$ cat src/rtl/robo_sequenciador_atuadores.sv
// Timed actuator sequencer: runs one-hot motion commands for fixed durations,
// inserts a dead-time guard after each, and latches an emergency stop on the cliff sensor.
module robo_sequenciador_atuadores #(
    parameter int T_AVANCO  = 8,
    parameter int T_GIRO    = 12,
    parameter int T_REMOCAO = 20,
    parameter int T_GUARDA  = 2,
    parameter int CNT_W     = 8
) (
    input  logic        clock,
    input  logic        reset,
    input  logic        cmd_valid,
    output logic        cmd_ready,
    input  logic        cmd_avancar,
    input  logic        cmd_girar,
    input  logic        cmd_remover,
    input  logic        under,
    output logic        motor_esq,
    output logic        motor_dir,
    output logic        braco,
    output logic        done,
    output logic        erro,
    output logic [15:0] passos,
    output logic [2:0]  estado
);

    // Handshake: a command transfers on a rising edge where cmd_valid and the
    // registered cmd_ready are both 1 (and under is 0); cmd_* is ignored otherwise.
    typedef enum logic [2:0] {
        OCIOSO    = 3'd0,
        AVANCANDO = 3'd1,
        GIRANDO   = 3'd2,
        REMOVENDO = 3'd3,
        GUARDA    = 3'd4,
        PARADO    = 3'd5
    } estado_t;

    localparam logic [CNT_W-1:0] CARGA_AVANCO  = CNT_W'(T_AVANCO - 1);
    localparam logic [CNT_W-1:0] CARGA_GIRO    = CNT_W'(T_GIRO - 1);
    localparam logic [CNT_W-1:0] CARGA_REMOCAO = CNT_W'(T_REMOCAO - 1);
    localparam logic [CNT_W-1:0] CARGA_GUARDA  = CNT_W'(T_GUARDA - 1);

    estado_t          state;
    logic [CNT_W-1:0] contador;
    logic [2:0]       cmd_sel;

    assign cmd_sel = {cmd_avancar, cmd_girar, cmd_remover};
    assign estado  = state;

    always_ff @(posedge clock or negedge reset) begin
        if (!reset) begin
            state     <= OCIOSO;
            contador  <= '0;
            passos    <= '0;
            motor_esq <= 1'b0;
            motor_dir <= 1'b0;
            braco     <= 1'b0;
            done      <= 1'b0;
            erro      <= 1'b0;
            cmd_ready <= 1'b1;
        end else begin
            done <= 1'b0;
            erro <= 1'b0;
            // The cliff sensor overrides everything, including a completing command.
            if (under && state != PARADO) begin
                state     <= PARADO;
                motor_esq <= 1'b0;
                motor_dir <= 1'b0;
                braco     <= 1'b0;
                cmd_ready <= 1'b0;
            end else begin
                case (state)
                    OCIOSO: begin
                        if (cmd_valid) begin
                            case (cmd_sel)
                                3'b100: begin
                                    state     <= AVANCANDO;
                                    contador  <= CARGA_AVANCO;
                                    motor_esq <= 1'b1;
                                    motor_dir <= 1'b1;
                                    cmd_ready <= 1'b0;
                                end
                                3'b010: begin
                                    state     <= GIRANDO;
                                    contador  <= CARGA_GIRO;
                                    motor_esq <= 1'b1;
                                    cmd_ready <= 1'b0;
                                end
                                3'b001: begin
                                    state     <= REMOVENDO;
                                    contador  <= CARGA_REMOCAO;
                                    braco     <= 1'b1;
                                    cmd_ready <= 1'b0;
                                end
                                default: erro <= 1'b1;
                            endcase
                        end
                    end
                    AVANCANDO, GIRANDO, REMOVENDO: begin
                        if (contador == '0) begin
                            state     <= GUARDA;
                            contador  <= CARGA_GUARDA;
                            motor_esq <= 1'b0;
                            motor_dir <= 1'b0;
                            braco     <= 1'b0;
                            done      <= 1'b1;
                            if (state == AVANCANDO && passos != 16'hFFFF)
                                passos <= passos + 16'd1;
                        end else begin
                            contador <= contador - 1'b1;
                        end
                    end
                    GUARDA: begin
                        if (contador == '0) begin
                            state     <= OCIOSO;
                            cmd_ready <= 1'b1;
                        end else begin
                            contador <= contador - 1'b1;
                        end
                    end
                    PARADO: begin
                        state <= PARADO;
                    end
                    default: begin
                        state     <= PARADO;
                        motor_esq <= 1'b0;
                        motor_dir <= 1'b0;
                        braco     <= 1'b0;
                        cmd_ready <= 1'b0;
                    end
                endcase
            end
        end
    end

endmodule
$ cat config.mk
export PLATFORM = sky130hd
export DESIGN_NAME = robo_sequenciador_atuadores
export DESIGN_NICKNAME = d
export VERILOG_FILES = /design/src/rtl/robo_sequenciador_atuadores.sv
export SDC_FILE = /design/constraint.sdc
export NUM_CORES = 1
export LEC_CHECK = 0
export BUFFER_PORTS_ARGS = -buffer_cell sky130_fd_sc_hd__buf_2
export CAP_MARGIN = 0
export CORE_ASPECT_RATIO = 2
export CORE_MARGIN = 5
export CORE_UTILIZATION = 60
export CTS_CLUSTER_DIAMETER = 80
export DETAILED_ROUTE_END_ITERATION = 7
export PLACE_DENSITY = 0.91
export SYNTH_ARGS = -nofsm -noshare
export SYNTH_HDL_FRONTEND = slang
export SYNTH_SLANG_ARGS = --single-unit
$ cat constraint.sdc
create_clock -name clock -period 5.8 [get_ports clock]
set_input_delay 1.16 -clock clock [delete_from_list [all_inputs] [get_ports clock]]
set_output_delay 1.16 -clock clock [all_outputs]
set_load 0.01 [all_outputs]
==> impl_metrics.tcl, run 1 <==
set metrics [dict create \
    dieHeight_um 89.4 \
    period_needed_ps 2520 \
    synthToLayoutAreaGrowth_pct 12.5 \
    firstDrtPassIters 5 \
    via_count 1735 \
    synth-simple-area-share_pct 24.0 \
    grt_pass1_vias 1747 \
    finalSetupViolations 0 \
    grt_pass1_wl_mm 8.07 \
    final_antenna_net_count 0 \
    syn_avg_cell_area_um2 9.54 \
    wirelength_mm 4.86 \
    yosysUniqueCellTypes 50 \
    die-area_um2 4440 \
    seq_area_frac_synth_pct 43.8 \
    grt_usage_pct 23.7 \
    critPathMaxFanout 8 \
    cts_resized 0 \
    vdd_drop_max_v 0.000271 \
    final_cell_mix "dfrtp_1, buf_2, nor2_1, a21oi_1, nand2_1" \
    fin_tns_setup_ps 0 \
    p_per_area_nw_per_um2 369 \
    criticalPathCategory "input pin to flip-flop" \
    cts_max_path_buffers 2 \
    placementRows 29 \
    start_util_pct 60.5 \
    antenna_cells 0 \
    die_w_um 49.7 \
    cts_root_buf "clkbuf_8" \
    grt_max_degree 34 \
    power.switching_uw 321 \
    synth.ff_latch_count 33 \
    clockPowerShare_pct 21.8 \
    synthCells 198 \
    core_region_area_um2 3120 \
    max_slew.worst_pin.slew_ps 861 \
    remaining_drc_errors 0 \
    synth-compound-area-share_pct 17.7 \
    first_iter_violations 78 \
    ys_async_sr_fraction_pct 100 \
    fin_cells 260 \
    leakage_uw 0.000994 \
    clkSinkCount 33 \
    finalClockSkew_ps 8.44 \
    cts_tree "done" \
    mappedNetlistArea_um2 1890 \
    wl_met2_mm 2.64 \
    cts_inserted_buffers 5 \
    slew_headroom_pct 42.5 \
    pin_count 32 \
    via_per_inst 6.67 \
    hpwl_mm 3.60 \
    ctsHtreeMaxLevel 2 \
    fin_crit_sh_pct 43.5 \
    postCtsHoldBufs 0 \
    n_fill_cell 242 \
    clk_pin_slew_ps 70 \
    internal_power_uw 464 \
    status "completed" \
    nets 238 \
    wl_met1_mm 1.61 \
    clock_latency_ps 290 \
    synthXorXnorAreaFrac_pct 6.95 \
    wl_met3_um 308 \
    end_kind "flip-flop" \
    final_common_cell "dfrtp_1" \
    p_total_uw 785 \
    r2r_setup_slack_ps 3360 \
    fmax_mhz 397 \
    yosys.area_share.adder_pct 1.99 \
    grt_overflow 0 \
    place.gp.congestion 0.972 \
    report.final.hold_viol_count 0 \
    routedWlPerCell_um 18.7 \
    holdCritPathClass "flip-flop to flip-flop" \
    arrival_ps 2740 \
    dp_cells 252 \
    syn-num-nets 208 \
    place.port_buffers 31 \
    yosys_warnings 0 \
    p_comb_share_pct 35.7 \
    muxShareOfSynthArea_pct 1.32 \
    top_layer "met4" \
    startpoint_type "input pin" \
    p_seq_share_pct 42.5 \
    cp_data_required_time_ps 6020 \
    slew_violations 0 \
    rsz0062_at_grt "false" \
    synth_top_family_by_area "simple AND/OR/NAND/NOR gates" \
    netSwitchingFraction_pct 40.8 \
    cts_setup_buffers 0 \
    drive_above_1_share_pct 24.5 \
    synth-edff-count 0 \
    yosys_most_used_dff "dfrtp_1" \
    antenna_found_initial 0 \
    maxCapViolations 0 \
]
==> synth_stat cells (4+ instances only) <==
master | number | share of area [%]
xor2_1 | 5 | 2.3
xnor2_1 | 10 | 4.6
o22ai_1 | 4 | 1.3
inv_1 | 11 | 2.2
o21ai_0 | 8 | 2.1
nor3_1 | 6 | 1.6
a21oi_1 | 15 | 4.0
nand4_1 | 7 | 2.3
a31oi_1 | 5 | 1.7
nor2_1 | 15 | 3.0
nor4_1 | 4 | 1.3
nor3_2 | 5 | 2.6
nand2_1 | 14 | 2.8
nor3b_1 | 5 | 2.0
clkbuf_1 | 5 | 0.99
dfrtp_1 | 32 | 42
==> power by group through the flow <==
stage | clock network, uW | registers [uW] | logic [uW]
floorplan | 0 | 322 | 204
global placement | 0 | 331 | 264
detailed placement | 0 | 335 | 276
CTS | 169 | 331 | 277
global route | 180 | 340 | 307
finish | 171 | 334 | 281
==> sequential cells by signal (all words and copies together), names as in the netlist <==
name,flops
braco,1
estado,3
motor_dir,1
motor_esq,1
contador,8
passos,16
erro,1
cmd_ready,1
done,1
==> cell type report <==
| cell class | instances | area [um2] | area share [%] |
|---|---|---|---|
| Clock buffer | 6 | 72.6 | 3.41 |
| Clock inverter | 2 | 10.0 | 0.471 |
| Inverter | 11 | 41.3 | 1.94 |
| Multi-Input combinational cell | 146 | 981 | 46.1 |
| Sequential cell | 33 | 827 | 38.9 |
| Tap cell | 31 | 38.8 | 1.82 |
| Timing Repair Buffer | 31 | 155 | 7.30 |
==> critical path, stage by stage <==
cell,delay (ps)
buf_2,150
or3b_2,470
o211ai_1,250
o211ai_2,270
a311o_1,380
o21ai_1,70
==> metrics by stage <==
stage	instance area (um2)	setup slack [ps]	utilization, %	hold WS, ps
6_report	2130	3280	68.1	501
5_1_grt	2130	3160	68.1	523
4_1_cts	2130	3320	68.1	506
3_5_place_dp	2040	3010	65.5	492
3_3_place_gp	2040	3040	65.5	479
2_1_floorplan	1890	3200	-	487
==> final timing paths <==
| path | depth (start not counted) | endpoint | startpoint |
|---|---|---|---|
| hold reg to reg | 2 | braco | braco |
| hold / removal | 2 | braco | braco |
| setup reg to reg | 7 | motor_dir | contador[0] |
| max in group asynchronous | 1 | contador[4] | reset |
| min in group asynchronous | 1 | estado[2] | reset |
| setup / recovery | 6 | contador[1] | cmd_avancar |
==> logic make-up after synthesis <==
| family | after synthesis |
|---|---|
| buf+inv | 19 |
| xor+xnor | 15 |
| flops | 33 |
| simple gates | 75 |
| compound gates | 51 |
| fa+ha+maj | 3 |
| mux | 2 |
==> routing by layer <==
layer / GRT usage [%] / up-vias
met2: 41.4 / 100
met1: 24.0 / 827
met5: 0 / -
met3: 4.17 / 34
li1: - / 774
met4: 19.3 / 0
Note: power is estimated with default switching activity, not from simulation.
==> run 2, diff against run 1 <==
- CORE_UTILIZATION: 60 -> 55
- PLACE_DENSITY: 0.91 -> 0.85
- clock period: 5.8 -> 2.5 ns (I/O delays scaled with it)
==> run 2 against run 1 <==
Clock skew is essentially flat. Global-route usage shrank 0.69 points. First-iteration DRC count shrank 41%. Power grew 130%. Sequential power grew 120%. Worst setup slack lost 3000 ps. Register-to-register slack lost 3100 ps. Final cell count grew 2.7%. Critical path depth is the same. Combinational power grew 150%.
==> impl_metrics.tcl, run 2 (synthesis results as in run 1) <==
set metrics [dict create \
    status "completed" \
    leakage_uw 0.00102 \
    slew_violations 0 \
    max_slew.worst_pin.slew_ps 723 \
    fin_crit_sh_pct 89.5 \
    clock_latency_ps 290 \
    grt_usage_pct 23.0 \
    place_area_um2 2090 \
    critPathMaxFanout 10 \
    vdd_drop_max_v 0.000462 \
    postCtsHoldBufs 0 \
    antenna_cells 0 \
    slew_headroom_pct 51.8 \
    grt_overflow 0 \
    first_iter_violations 46 \
    clkSinkCount 33 \
    dieHeight_um 92.9 \
    p_per_area_nw_per_um2 842 \
    firstDrtPassIters 4 \
    start_util_pct 56.6 \
    grt_pass1_wl_mm 8.31 \
    fin_tns_setup_ps 0 \
    grt_pass1_vias 1833 \
    dp_cells 259 \
    cts_inserted_buffers 5 \
    criticalPathCategory "flip-flop to flip-flop" \
    largest_reg_flops 16 \
    end_kind "flip-flop" \
    crit_chain "inv_1 > ha_1 > nor3b_2 > nand4_4 > or2_1 > mux2_4" \
    via_per_inst 6.43 \
    die_w_um 51.4 \
    maxCapViolations 0 \
    report.final.hold_viol_count 0 \
    cp_data_required_time_ps 2680 \
    drive_above_1_share_pct 26.4 \
    clk_pin_slew_ps 70 \
    placementRows 30 \
    n_fill_cell 284 \
    core_region_area_um2 3340 \
    remaining_drc_errors 0 \
    finalClockSkew_ps 8.12 \
    antenna_found_initial 0 \
    final_cell_mix "dfrtp_1, buf_2, nor2_1, a21oi_1, nand2_1" \
    die-area_um2 4780 \
    fmax_mhz 447 \
    final_antenna_net_count 0 \
    finalSetupViolations 0 \
    final_util_pct 65.0 \
    wirelength_mm 4.79 \
    place.gp.congestion 0.918 \
    nets 244 \
    cts_max_path_buffers 2 \
    crit_path_top_delay_cell "or2_1" \
    postLayoutCellArea_um2 2170 \
    startpoint_type "flip-flop" \
    via_count 1718 \
    cts_tree "done" \
    cts_root_buf "clkbuf_8" \
    period_needed_ps 2240 \
    place.port_buffers 31 \
    cts_resized 0 \
    routedWlPerCell_um 17.9 \
    top_register "passos" \
    hpwl_mm 3.62 \
    cts_setup_buffers 0 \
    pin_count 32 \
    arrival_ps 2420 \
    fin_cells 267 \
    ctsHtreeMaxLevel 2 \
    grt_max_degree 34 \
    rsz0062_at_grt "false" \
    synthToLayoutAreaGrowth_pct 15.0 \
    final_common_cell "dfrtp_1" \
    holdCritPathClass "input pin to asynchronous set/reset pin" \
    max_stage_delay_ps 460 \
]
run 2: cell types whose count changed in the layout (fill, tap and decap cells not counted):
| cell | delta |
|---|---|
| buf_4 | +6 |
run 2: through the flow:
| step | setup WS, ps | hold WS (ps) | total power (uW) |
|---|---|---|---|
| after floorplan | 558 | 204 | 1220 |
| after global placement | 332 | 478 | 1420 |
| after detailed placement | 273 | 494 | 1440 |
| after CTS | 266 | 296 | 1830 |
| after global routing | 104 | 332 | 1950 |
| final | 261 | 263 | 1830 |
run 2: power by group:
part | switching, uW | total (uW) | internal [uW]
combinational | 415 | 699 | 284
clock | 193 | 386 | 193
sequential | 112 | 744 | 632
total | 720 | 1830 | 1110
run 2: area by class of cell:
| class | instances | area (um2) | area share, % |
|---|---|---|---|
| Inverter | 11 | 41.3 | 1.90 |
| Multi-Input combinational cell | 146 | 981 | 45.2 |
| Sequential cell | 33 | 827 | 38.1 |
| Timing Repair Buffer | 37 | 200 | 9.22 |
| Clock buffer | 6 | 72.6 | 3.34 |
| Clock inverter | 2 | 10.0 | 0.461 |
| Tap cell | 32 | 40.0 | 1.84 |
run 2: path summary, 6_finish.rpt:
path	from	to	slack (ps)	cells after the start
min in group clock	motor_dir	motor_dir	500	2
setup reg to reg	contador[1]	passos[1]	260	6
setup / recovery	contador[1]	passos[1]	260	6
hold / removal	reset	estado[2]	260	1
max in group asynchronous	reset	motor_esq	1770	1
hold reg to reg	motor_dir	motor_dir	500	2
run 2: critical path: cells and delay by family (launching register included):
family        cells  cell delay (ps)
mux               1              360
fa+ha+maj         1              150
buf+inv           1              110
simple gates      3             1110
flops             1              390
run 2: per-layer routing:
layer	routed length, um	track usage (%)	vias to the layer above
li1	-	-	784
met1	1650	23.5	843
met2	2650	41.0	64
met3	218	4.35	27
met4	273	14.4	0
met5	0	0	-
